--- src/rtl/tlul_downsizer_64to32.sv ---
// rtl/tlul_downsizer_64to32.sv - TL-UL 64-bit to 32-bit bus downsizer
//
// Accepts one 64-bit TL-UL request at a time and replays it on a 32-bit
// TL-UL port as one beat (size 0-2) or two beats (aligned size 3), then
// returns one merged 64-bit response.
//
// Ports:
//   clk_i, rst_ni   clock, asynchronous active-low reset
//   up_a_*          64-bit upstream request channel (up_a_ready is an output)
//   up_d_*          64-bit upstream response channel (up_d_ready is an input)
//   dn_a_*          32-bit downstream request channel (dn_a_ready is an input)
//   dn_d_*          32-bit downstream response channel (dn_d_ready is an output)
module tlul_downsizer_64to32 #(
   parameter int SourceW = 8
) (
   input  logic               clk_i,
   input  logic               rst_ni,
   input  logic               up_a_valid,
   input  logic [2:0]         up_a_opcode,
   input  logic [2:0]         up_a_param,
   input  logic [2:0]         up_a_size,
   input  logic [SourceW-1:0] up_a_source,
   input  logic [31:0]        up_a_address,
   input  logic [7:0]         up_a_mask,
   input  logic [63:0]        up_a_data,
   output logic               up_a_ready,
   output logic               up_d_valid,
   output logic [2:0]         up_d_opcode,
   output logic [2:0]         up_d_param,
   output logic [2:0]         up_d_size,
   output logic [SourceW-1:0] up_d_source,
   output logic               up_d_sink,
   output logic [63:0]        up_d_data,
   output logic               up_d_denied,
   input  logic               up_d_ready,
   output logic               dn_a_valid,
   output logic [2:0]         dn_a_opcode,
   output logic [2:0]         dn_a_param,
   output logic [1:0]         dn_a_size,
   output logic [SourceW-1:0] dn_a_source,
   output logic [31:0]        dn_a_address,
   output logic [3:0]         dn_a_mask,
   output logic [31:0]        dn_a_data,
   input  logic               dn_a_ready,
   input  logic               dn_d_valid,
   input  logic [2:0]         dn_d_opcode,
   input  logic [31:0]        dn_d_data,
   input  logic               dn_d_error,
   output logic               dn_d_ready
);

   typedef enum logic [1:0] {IDLE, ISSUE, WAIT, RESP} state_e;

   state_e               state_q, state_d;
   logic                 init_q;
   logic [2:0]           opcode_q;
   logic [2:0]           param_q;
   logic [2:0]           size_q;
   logic [SourceW-1:0]   source_q;
   logic [31:0]          addr_q;
   logic [7:0]           mask_q;
   logic [63:0]          data_q;
   logic [63:0]          rdata_q;
   logic                 err_q;
   logic                 beat_q;

   logic                 accept;
   logic                 req_bad;
   logic                 two_beat;
   logic                 half_sel;
   logic                 in_issue;
   logic                 in_resp;
   logic                 beat_done;

   // The downstream opcode carries no information the upstream response needs.
   logic                 unused_dn_d_opcode;
   assign unused_dn_d_opcode = ^dn_d_opcode;

   assign accept = up_a_valid && up_a_ready;

   // Unsupported opcodes, misaligned 64-bit accesses, and sizes wider than the
   // 64-bit bus are answered locally with denied set.
   assign req_bad = !(up_a_opcode == 3'd0 || up_a_opcode == 3'd1 || up_a_opcode == 3'd4)
                    || (up_a_size == 3'd3 && up_a_address[2:0] != 3'b000)
                    || (up_a_size > 3'd3);

   assign two_beat  = (size_q == 3'd3);
   // Which 32-bit half of the 64-bit word the current beat targets.
   assign half_sel  = two_beat ? beat_q : addr_q[2];
   assign in_issue  = (state_q == ISSUE);
   assign in_resp   = (state_q == RESP);
   assign beat_done = (state_q == WAIT) && dn_d_valid;

   always_ff @(posedge clk_i or negedge rst_ni) begin
      if (!rst_ni) begin
         state_q <= IDLE;
      end else begin
         state_q <= state_d;
      end
   end

   always_comb begin
      state_d    = state_q;
      up_a_ready = 1'b0;
      dn_a_valid = 1'b0;
      dn_d_ready = 1'b0;
      up_d_valid = 1'b0;
      case (state_q)
         IDLE: begin
            up_a_ready = init_q;
            if (accept) state_d = req_bad ? RESP : ISSUE;
         end
         ISSUE: begin
            dn_a_valid = 1'b1;
            if (dn_a_ready) state_d = WAIT;
         end
         WAIT: begin
            dn_d_ready = 1'b1;
            if (dn_d_valid) state_d = (two_beat && !beat_q) ? ISSUE : RESP;
         end
         RESP: begin
            up_d_valid = 1'b1;
            if (up_d_ready) state_d = IDLE;
         end
         default: state_d = IDLE;
      endcase
   end

   always_ff @(posedge clk_i or negedge rst_ni) begin
      if (!rst_ni) begin
         init_q   <= 1'b0;
         opcode_q <= '0;
         param_q  <= '0;
         size_q   <= '0;
         source_q <= '0;
         addr_q   <= '0;
         mask_q   <= '0;
         data_q   <= '0;
         rdata_q  <= '0;
         err_q    <= 1'b0;
         beat_q   <= 1'b0;
      end else begin
         init_q <= 1'b1;
         if (accept) begin
            opcode_q <= up_a_opcode;
            param_q  <= up_a_param;
            size_q   <= up_a_size;
            source_q <= up_a_source;
            addr_q   <= up_a_address;
            mask_q   <= up_a_mask;
            data_q   <= up_a_data;
            rdata_q  <= '0;
            // A locally rejected request starts with its error already set.
            err_q    <= req_bad;
            beat_q   <= 1'b0;
         end
         if (beat_done) begin
            err_q <= err_q | dn_d_error;
            if (two_beat) begin
               if (beat_q) rdata_q[63:32] <= dn_d_data;
               else        rdata_q[31:0]  <= dn_d_data;
               beat_q <= 1'b1;
            end else begin
               rdata_q <= {dn_d_data, dn_d_data};
            end
         end
      end
   end

   // Output fields are zero whenever their valid is low.
   assign dn_a_opcode  = in_issue ? opcode_q : 3'd0;
   assign dn_a_param   = in_issue ? param_q : 3'd0;
   assign dn_a_size    = in_issue ? (two_beat ? 2'd2 : size_q[1:0]) : 2'd0;
   assign dn_a_source  = in_issue ? source_q : '0;
   assign dn_a_address = in_issue ? (two_beat ? {addr_q[31:3], beat_q, 2'b00} : addr_q) : 32'd0;
   assign dn_a_mask    = in_issue ? (half_sel ? mask_q[7:4] : mask_q[3:0]) : 4'd0;
   assign dn_a_data    = in_issue ? (half_sel ? data_q[63:32] : data_q[31:0]) : 32'd0;

   assign up_d_opcode  = (in_resp && opcode_q == 3'd4) ? 3'd1 : 3'd0;
   assign up_d_param   = 3'd0;
   assign up_d_size    = in_resp ? size_q : 3'd0;
   assign up_d_source  = in_resp ? source_q : '0;
   assign up_d_sink    = 1'b0;
   assign up_d_data    = in_resp ? rdata_q : 64'd0;
   assign up_d_denied  = in_resp && err_q;

endmodule

--- config.mk ---
export PLATFORM = sky130hd
export DESIGN_NAME = tlul_downsizer_64to32
export DESIGN_NICKNAME = d
export VERILOG_FILES = /design/src/rtl/tlul_downsizer_64to32.sv
export SDC_FILE = /design/constraint.sdc
export NUM_CORES = 1
export LEC_CHECK = 0
export ABC_AREA = 1
export CAP_MARGIN = 20
export CORE_AREA = 2 2 151 153
export CTS_CLUSTER_SIZE = 14
export DETAILED_ROUTE_END_ITERATION = 8
export DIE_AREA = 0 0 153 155
export PLACE_DENSITY = 0.76
export SYNTH_ARGS = -nofsm -noshare
export SYNTH_HDL_FRONTEND = slang
export SYNTH_SLANG_ARGS = --single-unit
--- constraint.sdc ---
create_clock -name clk_i -period 1.4 [get_ports clk_i]
set_clock_uncertainty 0.05 [all_clocks]
set_input_delay 0.28 -clock clk_i [delete_from_list [all_inputs] [get_ports clk_i]]
set_output_delay 0.28 -clock clk_i [all_outputs]
set_load 0.05 [all_outputs]
Word-level counts from Yosys, hierarchy flattened. Index checks and enable logic that the tools add are counted. Widths: inputs -> output; s select.

$lt $le $gt $ge: 1. Equality and inequality tests: 12. Muxes and demuxes: 37. Bitwise gates (word level): 1. Reductions and logical operators: 17.

Operators with widths (count): $mux 64 (4); $mux 32 (5); $mux 2 (8); $mux 8 (2); $mux 3 (4); $mux 1 (11); $mux 4 (2); $ne 2x2->1 const B (4); $pmux 2 s4 (1); $eq 3x2->1 const B (2); $eq 3x3->1 const B (2); $logic_and 1x1->1 (6); $eq 2x2->1 const B (2); $logic_or 1x1->1 (4); $reduce_and 4->1 (1); $eq 3x1->1 const B (1); $gt 3x2->1 const B (1); $logic_not 3->1 (1); $reduce_bool 3->1 (1); $eq 2x1->1 const B (1); $logic_not 1->1 (2); $logic_not 2->1 (1); $reduce_bool 2->1 (1); $or 1x1->1 (1).

Register bits: 190. Input bits: 163. Logic and storage cells: 80.

Depth between registers and ports, before layout. Gate-level depths: netlist of run 1.

Depth in word-level cells: 9. Depth in mapped cells: 9. Gate-level depth less buffers: 8.

Least setup slack after synthesis of run 1. Ideal clock, no wire load.

Path kind: register -> output. Start: reg state_q[0]. End: out up_d_opcode[0]. Arrival: 2250 ps. Setup slack: -1180 ps. Stages on the path, launching flop included: 4. Path buffers: 1. Path through: dfrtp_1 -> nand2_1 -> clkbuf_1 -> nor4_1.

Cells in the longest elaborated chain, start to end: 3.

Ends and longest elaborated chain: start, declared (line 54) `state_e state_q, state_d;`; start signal, assigned (line 98) `state_q <= state_d;`; $eq 2x2->1 (line 91) `assign in_resp = (state_q == RESP);`; $logic_and 1x1->1 (line 179) `assign up_d_opcode = (in_resp && opcode_q == 3'd4) ? 3'd1 : 3'd0;`; $mux 1 (line 179); end, declared (line 28) `output logic [2:0] up_d_opcode,`.

Every way passes these cells.

Final worst setup path of run 1.
Start: reg size_q[0]. End: out dn_a_mask[0].

Cells in the longest elaborated chain, start to end: 4.

Ends and longest elaborated chain: start, declared (line 58) `logic [2:0] size_q;`; start signal, assigned (line 147) `size_q <= up_a_size;`; $eq 3x2->1 (line 87) `assign two_beat = (size_q == 3'd3);`; $mux 1 (line 89) `assign half_sel = two_beat ? beat_q : addr_q[2];`; $mux 4 (2 in series) (line 176) `assign dn_a_mask = in_issue ? (half_sel ? mask_q[7:4] : mask_q[3:0]) : 4'd0;`; end, declared (line 42) `output logic [3:0] dn_a_mask,`.

Every way passes these cells.

==> results of run 1 <==
-- critical path, cell delays in order, from the launching register on --
cell and delay [ps]:
dfrtp_1 380, nand2_2 80, nor2_4 120, nand2_2 90
nand2_4 140, buf_12 190, o21ai_1 90, buf_4 140
nor2_4 90, buf_12 140
-- report_power, final --
part,switching [mW],leakage [nW],internal [mW]
logic,14.7,5.64,10.9
clock network,2.32,0.263,2.38
registers,1.94,2.38,8.04
total,19.0,8.28,21.3
-- area by class of cell --
cell class	instances	share of cell area, %
Timing Repair Buffer	460	36.8
Multi-Input combinational cell	723	28.9
Sequential cell	190	25.8
Inverter	158	3.43
Clock buffer	20	2.42
Tap cell	285	1.93
Clock inverter	11	0.549
Timing Repair inverter	2	0.149
Antenna cell	1	0.0136
-- state kept, by name, summed over array words and instances, names as in the netlist --
name,cells
data_q,64
opcode_q,3
init_q,1
state_q,2
beat_q,1
source_q,8
addr_q,32
param_q,3
rdata_q,64
err_q,1
size_q,3
mask_q,8
-- cells in the final DEF (no fill, tap or decap), types with 2 or more instances in the layout --
cell	count
buf_12	183
buf_16	8
buf_4	61
buf_6	19
buf_8	10
clkbuf_1	2
clkbuf_16	36
clkbuf_8	2
clkdlybuf4s50_1	158
clkinv_4	3
clkinvlp_4	3
conb_1	7
dfrtp_1	189
inv_1	152
inv_2	2
inv_6	3
inv_8	5
nand2_1	184
nand2_2	42
nand2_4	59
nand2_8	3
nand3_1	35
nand3_2	33
nand3_4	3
nor2_1	36
nor2_4	163
o21ai_0	5
o21ai_1	80
o21ai_2	62
o21ai_4	3
o22ai_1	2
-- metrics by stage --
step,setup slack [ps],instance area [µm²],total power [mW]
4_1_cts,-809,16800,37.4
3_3_place_gp,-345,15500,30.0
2_1_floorplan,-346,10400,22.8
5_1_grt,-912,18400,42.1
6_report,-836,18400,40.3
3_5_place_dp,-411,15500,30.5
-- cells by family after synthesis --
kind of cell,synth area share [%]
other,0.0858
DFF,54.3
and+or+nand+nor,25.6
AOI/OAI and AO/OA,8.86
buffers and inverters,11.2
-- routing by layer --
metal | global-route usage (%) | up-vias | routed length (µm)
met5 | 0 | - | 0
met4 | 9.30 | 0 | 1660
met3 | 4.87 | 107 | 2460
met2 | 47.0 | 419 | 20500
met1 | 32.3 | 4778 | 14000
li1 | - | 4310 | -
-- how the worst max path moves through the flow --
stage | cells past startpoint | start | end
after floorplan | 7 | size_q[1]$_DFFE_PN0P_ | dn_a_data[21]
after global placement | 9 | size_q[1]$_DFFE_PN0P_ | dn_a_data[11]
after detailed placement | 9 | size_q[0]$_DFFE_PN0P_ | dn_a_data[22]
after CTS | 8 | size_q[0]$_DFFE_PN0P_ | dn_a_data[22]
after global routing | 9 | size_q[0]$_DFFE_PN0P_ | dn_a_mask[0]
final | 9 | size_q[0]$_DFFE_PN0P_ | dn_a_mask[0]
-- what timing repair did --
item / CTS / global route
endpoints found under the setup margin: 353 / 354
pin swaps: 20 / 49
cloned: 11 / 32
hold endpoints to repair: 27 / 0
buffers inserted: 18 / 17
hold buffers: 1 / 0
gates resized for setup: 74 / 293
==> metrics.md, run 1 <==
| Metric | Value |
|---|---|
| Status | `complete, but fails checks` |
| Failing checks | `negative setup slack` |
| Synth top area share | `54.3%` |
| Clock Pin Slew Worst Setup and Hold Paths | `around 80 ps` |
| Largest net degree at the start of global routing | `56` |
| Asr flop ratio synth | `100%` |
| I/O Pins | `around 330` |
| Fin crit share | `160%` |
| RSZ-0062 raised after global routing | `true` |
| Routability congestion estimate | `0.818` |
| Top-count cell post-synth | `nand2_1` |
| Post-route setup TNS | `-168270 ps` |
| Multi-input gate area | `5340 µm²` |
| Initial antenna violation count | `1` |
| Clock Tree Buf Depth | `2` |
| Hold WS | `276 ps` |
| Core ar. | `approximately 22000 µm²` |
| Syn Area/Cell | `7.69 µm²` |
| Seq/Total Area, Yosys | `54.3%` |
| TritonCTS Buffers | `17` |
| Vias per cell | `5.20` |
| Synth Instances | `1138` |
| Drt pass-1 iters | `5` |
| Startpoint types | `flop` |
| Die X | `153 µm` |
| Sink Count | `190` |
| Count of pins over their slew limit | `0` |
| Final ANT Viol Nets | `0` |
| Vias in the first global route | `9259` |
| Synth Flop Type | `dfrtp_1` |
| I/O Buffers | `324` |
| Setup violators final | `354` |
| Area contributors post-synth | `dfrtp_1, nand2_1, nor2_1` |
| Clock Tree Root | `clkbuf_16` |
| Post-DP HPWL | `between 20 and 25 mm` |
| Worst reg-to-reg setup slack | `-490 ps` |
| Cell taking the most area after synthesis | `dfrtp_1` |
| Pleak | `a little over 8 nW` |
| Top cells by count, synth | `nand2_1, nor2_1, dfrtp_1, inv_1, o21ai_1` |
| Final hold violations | `0` |
| DR WL/cell | `approximately 21 µm` |
| Total gr overflow | `0` |
| Die Y | `155 µm` |
| GRT Util Overall | `26.4%` |
| Max_cap viols | `0` |
| Worst EP arrival | `1910 ps` |
| Layout cells sized above 1 | `45.4%` |
| Worst EP required | `1070 ps` |
| Crit path kind | `reg -> out` |
| Reg2Reg Depth | `11` |
| P per Cell Area | `2190 nW/µm²` |
| Util after Layout | `between 80 and 90%` |
| Worst Setup End Kind | `primary output` |
| Nets | `1715` |
| Peak supply drop | `between 1 and 1.5 mV` |
| Register area | `4760 µm²` |
| First-pass GRT wire length | `between 40 and 50 mm` |
| Worst-Skew Late Latency | `430 ps` |
| Register bit total from synthesis | `190` |
| Fill cell count | `between 1000 and 1500` |
| Worst R2R Start | `state_q[1]$_DFFE_PN0P_` |
| EDFF count, synth | `0` |
| Die area | `23700 µm²` |
| Cell Count, Final, Fillers Out | `1850` |
| Min Clock Period, post-route | `2240 ps` |
| Cell count after placement | `1749` |
| Residual DRC | `0` |
| Worst Path Max Fanout | `18` |
| Htree depth | `4` |
| Fin worst setup slack | `-836 ps` |
| Hold Path Class | `in -> async` |
| Unique masters post-synth | `24` |
| Fmax | `between 400 and 500 MHz` |
| Total wire length | `38.5 mm` |
| Rows | `between 50 and 60` |
| Starting Density | `39.4%` |
| Yosys warning total | `0` |
| DR vias | `9614` |
| P&R area growth vs syn | `111%` |
| 1st-iter DRT viols | `536` |
| CTS tree | `yes` |
| Post-Synthesis Cell Area | `between 8000 and 9000 µm²` |
| Reg-to-reg endpoint | `addr_q[3]$_DFFE_PN0P_` |
(Power assumes the default switching activity.)
==> run 2: changes to the inputs <==
- REMOVE_ABC_BUFFERS: not set -> 1
- SKIP_CTS_REPAIR_TIMING: not set -> 1
==> run 2 against run 1 <==
  * The flow still finishes with violations (negative setup slack)
  * Non-clock buffer count shrank 21
  * Sequential cell count is the same
  * Maximum frequency shrank 4.5%
  * Clock power grew 2%
  * Utilization shrank 2.7 points
  * Worst hold slack lost 48 ps
  * Combinational power is essentially flat
  * Total power is essentially flat
  * Final cell count shrank 1.1%
  * Critical path depth grew 2
==> metrics.md, run 2 (synthesis gave the netlist of run 1 again) <==
| Metric | Value |
|---|---|
| Most frequent cells in the layout | `nand2_1, buf_12, dfrtp_1` |
| Fill cell count | `about 1200` |
| Fin crit share | `167%` |
| Worst EP required | `1070 ps` |
| CTS tree | `yes` |
| CP top delay family | `simple AND/OR/NAND/NOR gates` |
| Final ANT Viol Nets | `0` |
| I/O Buffers | `324` |
| Power consumption | `40.3 mW` |
| Count of pins over their slew limit | `0` |
| P&R area growth vs syn | `104%` |
| CP Launch Point | `size_q[1]$_DFFE_PN0P_` |
| Hold WS | `~230 ps` |
| GRT Util Overall | `22.8%` |
| Final hold violations | `0` |
| Layout cells sized above 1 | `38.3%` |
| Status | `complete, but fails checks` |
| Total wire length | `40.9 mm` |
| Routability congestion estimate | `0.855` |
| RSZ-0062 raised after global routing | `true` |
| Vias per cell | `5.38` |
| Starting Density | `approximately 39%` |
| Cell count after placement | `1730` |
| Post-DP HPWL | `19.9 mm` |
| Fin worst setup slack | `-943 ps` |
| WP buf/inv | `5` |
| Slowest stage delay, CP | `380 ps` |
| Nets | `1694` |
| Hold Path Class | `in -> async` |
| P per Cell Area | `2260 nW/µm²` |
| Fmax | `427 MHz` |
| Top flop regs | `data_q x64, rdata_q x64, addr_q x32` |
| Total gr overflow | `0` |
| Sink Count | `190` |
| Worst-Skew Late Latency | `430 ps` |
| Peak supply drop | `1.40 mV` |
| 1st-iter DRT viols | `700` |
| Largest net degree at the start of global routing | `71` |
| Drt pass-1 iters | `5` |
| Setup violators final | `between 300 and 400` |
| Register area | `4750 µm²` |
| Commonest non-fill, non-tap cell in the layout | `nand2_1` |
| Multi-input gate area | `4700 µm²` |
| Die X | `153 µm` |
| Clock Pin Slew Worst Setup and Hold Paths | `80 ps` |
| Worst R2R Start | `state_q[0]$_DFFE_PN0P_` |
| DR WL/cell | `22.3 µm` |
| DR vias | `9849` |
| Worst Path Max Fanout | `5` |
| Min Clock Period, post-route | `between 2000 and 2500 ps` |
| Finished Cell Area | `about 18000 µm²` |
| Worst Setup End Kind | `primary output` |
| Worst path slowest cell | `dfrtp_1` |
| Residual DRC | `0` |
| Pleak | `8.02 nW` |
| Clock Tree Root | `clkbuf_16` |
| First-pass GRT wire length | `43.6 mm` |
| TritonCTS Buffers | `17` |
| Rows | `55` |
| Htree depth | `4` |
| Initial antenna violation count | `1` |
| Crit path top cell by count | `nor2_4` |
| Vias in the first global route | `8617` |
| Post-route setup TNS | `-168480 ps` |
| Worst EP arrival | `between 2000 and 2500 ps` |
| CP cell instances | `nand2_2 > nor2_4 > inv_2 > nand2_4 > nand2_8 > clkinv_8 > buf_12 > nor2_4 > nor2_4 > buf_6 > buf_12` |
| Die Y | `155 µm` |
| Crit path kind | `reg -> out` |
| Clock Tree Buf Depth | `2` |
| Die area | `23700 µm²` |
| Cell Count, Final, Fillers Out | `around 1800` |
| Placed instance area | `around 14000 µm²` |
| Max_cap viols | `0` |
| Failing checks | `negative setup slack` |
| Core ar. | `22200 µm²` |
| Startpoint types | `flop` |
| I/O Pins | `334` |
-- run 2: changes by cell type in the layout (fill, tap and decap cells not counted), sizes merged --
cell and change:
buf -28, clkbuf +6, clkinv +1, inv +1
-- run 2: metrics by stage --
step | setup slack [ps] | util (%)
6_report | -943 | 80.3
5_1_grt | -1010 | 80.3
4_1_cts | -1250 | 66.8
3_5_place_dp | -781 | 64.3
3_3_place_gp | -812 | 64.3
2_1_floorplan | -3020 | -
-- run 2: metal layers --
metal	global-route usage, %	wire length (µm)	vias up
met5	0	0	-
met3	6.02	3120	169
met4	9.04	2550	0
li1	-	-	4264
met2	38.1	20900	610
met1	28.5	14300	4806
-- run 2: final timing paths --
path / slack (ps) / cells past startpoint / endpoint
worst max-delay path: -940 / 11 / dn_a_data[1]
worst min-delay path: 230 / 2 / rdata_q[38]$_DFF_PN0_
worst max register to register: -440 / 10 / state_q[1]$_DFFE_PN0P_
worst min register to register: 440 / 2 / mask_q[6]$_DFFE_PN0P_
max in group asynchronous: 490 / 3 / data_q[14]$_DFFE_PN0P_
min in group clk_i: 320 / 3 / data_q[8]$_DFFE_PN0P_
-- run 2: report_power, final --
part	switching [mW]	internal [mW]	leakage, nW
clock	2.43	2.36	0.264
sequential	1.80	8.04	2.38
combinational	14.8	10.9	5.38
-- run 2: cell type report --
| type | instances | share of cell area, % |
|---|---|---|
| repair inverters | 2 | 0.203 |
| well taps | 285 | 2.00 |
| repair buffers | 439 | 38.1 |
| inverters | 158 | 3.57 |
| diodes | 1 | 0.0140 |
| clock inverters | 13 | 0.687 |
| flip-flops and latches | 190 | 26.6 |
| multi-input cells | 723 | 26.4 |
| clock buffers | 19 | 2.43 |
==> run 3: changes to the inputs <==
- CORE_AREA: 2 2 151 153 -> 2 2 129 181
- DIE_AREA: 0 0 153 155 -> 0 0 131 183
- PLACE_DENSITY: 0.76 -> 0.75
==> run 3 against run 2 <==
  * The run still ends with negative setup slack left
  * Critical path depth is 2 lower
  * Clock power is 4% higher
  * Final cell count increased by 2.9%
  * Critical endpoint is now dn_a_data[28]
  * Largest cell class unchanged
  * Largest power group unchanged
==> metrics.md, run 3 (synthesis gave the netlist of run 1 again) <==
| Metric | Value |
|---|---|
| Residual DRC | `0` |
| Total gr overflow | `0` |
| Worst Setup End Kind | `primary output` |
| Pleak | `8.48 nW` |
| Fmax | `420 MHz` |
| DR vias | `10486` |
| Starting Density | `39.1%` |
| Layout cells sized above 1 | `48.6%` |
| Drt pass-1 iters | `5` |
| GRT Util Overall | `a little under a quarter` |
| Initial antenna violation count | `2` |
| Die X | `131 µm` |
| Die area | `approximately 24000 µm²` |
| Total wire length | `about 48 mm` |
| Fill cell count | `869` |
| Dpl ws | `-588 ps` |
| Commonest non-fill, non-tap cell in the layout | `buf_12` |
| Status | `complete, but fails checks` |
| RSZ-0062 raised after global routing | `true` |
| CP cell instances | `nand2_2 > nor2_4 > inv_2 > nand2_4 > nand2_8 > buf_2 > o21ai_0 > nor2_2 > buf_12` |
| Worst path slowest cell | `dfrtp_1` |
| Worst Path Max Fanout | `8` |
| P&R area growth vs syn | `122%` |
| Cell Count, Final, Fillers Out | `between 1500 and 2000` |
| I/O Pins | `334` |
| TritonCTS Buffers | `17` |
| Die Y | `183 µm` |
| CP top delay family | `simple AND/OR/NAND/NOR gates` |
| Worst-Skew Late Latency | `440 ps` |
| Largest net degree at the start of global routing | `65` |
| Count of pins over their slew limit | `0` |
| Fin worst setup slack | `-983 ps` |
| Register area | `4750 µm²` |
| WP buf/inv | `3` |
| Fin crit share | `170%` |
| Top flop regs | `data_q x64, rdata_q x64, addr_q x32` |
| Post-DP HPWL | `19.7 mm` |
| Most frequent cells in the layout | `buf_12, dfrtp_1, nand2_1` |
| Core ar. | `~22000 µm²` |
| Clock Pin Slew Worst Setup and Hold Paths | `80 ps` |
| Sink Count | `190` |
| Worst EP arrival | `2050 ps` |
| Hold WS | `a little under 300 ps` |
| DR WL/cell | `25.3 µm` |
| Slowest stage delay, CP | `slightly below 400 ps` |
| Final hold violations | `0` |
| P per Cell Area | `2270 nW/µm²` |
| Peak supply drop | `1.43 mV` |
| Multi-input gate area | `5430 µm²` |
| Vias in the first global route | `8444` |
| Finished Cell Area | `slightly below 20000 µm²` |
| First-pass GRT wire length | `around 42 mm` |
| Final ANT Viol Nets | `0` |
| Min Clock Period, post-route | `2380 ps` |
| Clock Tree Root | `clkbuf_16` |
| Nets | `1731` |
| Cell count after placement | `1745` |
| Setup violators final | `354` |
| Worst EP required | `1070 ps` |
| Clock Tree Buf Depth | `2` |
| Htree depth | `4` |
| Hold Path Class | `in -> async` |
| Failing checks | `negative setup slack` |
| Rows | `65` |
| CTS tree | `yes` |
| 1st-iter DRT viols | `656` |
| Startpoint types | `flop` |
| Power consumption | `44.1 mW` |
| Vias per cell | `5.57` |
| Routability congestion estimate | `0.804` |
| Placed instance area | `14300 µm²` |
| Max_cap viols | `0` |
| Crit path kind | `reg -> out` |
| I/O Buffers | `324` |
run 3: worst paths after layout:
check / start / to / slack (ps) / cells past startpoint
min in group clk_i: up_a_data[22] / data_q[22]$_DFFE_PN0P_ / 320 / 3
setup reg to reg: state_q[1]$_DFFE_PN0P_ / addr_q[0]$_DFFE_PN0P_ / -550 / 9
max in group asynchronous: rst_ni / rdata_q[41]$_DFF_PN0_ / 420 / 3
setup / recovery: size_q[1]$_DFFE_PN0P_ / dn_a_data[28] / -980 / 9
hold reg to reg: data_q[14]$_DFFE_PN0P_ / data_q[14]$_DFFE_PN0P_ / 440 / 2
hold / removal: rst_ni / rdata_q[49]$_DFF_PN0_ / 300 / 2
run 3: worst reg2reg max path: stages (launching register included):
cell	delay, ps
dfrtp_1	420
buf_6	140
buf_8	140
buf_6	130
nor2_4	120
nand3_4	140
buf_6	170
clkbuf_16	170
clkbuf_16	160
o21ai_0	220
run 3: final cells by class:
type                    instances  share of cell area, %
well taps                     301                   1.94
clock buffers                  21                   2.37
multi-input cells             722                   27.9
inverters                     158                   3.28
flip-flops and latches        190                   24.5
repair buffers                475                   38.9
repair inverters                4                  0.476
diodes                          2                 0.0257
clock inverters                10                  0.592
run 3: metal layers:
layer  track usage [%]  part of all wire, %
met2              40.3                   52
met4              7.74                  8.6
met1              26.0                   32
met5                 0                    0
met3              5.66                  7.4
run 3: per-stage QoR:
step / setup TNS [ps] / utilization (%)
after floorplan: -671160 / -
after global placement: -58790 / 63.8
after detailed placement: -60780 / 63.8
after CTS: -130370 / 66.4
after global routing: -211860 / 86.9
final: -199020 / 86.9
run 3: where the power goes:
part / total (mW) / switching, mW / internal (mW)
registers: 10.3 / 2.29 / 8.04
logic: 28.8 / 16.3 / 12.5
clock network: 4.97 / 2.25 / 2.72
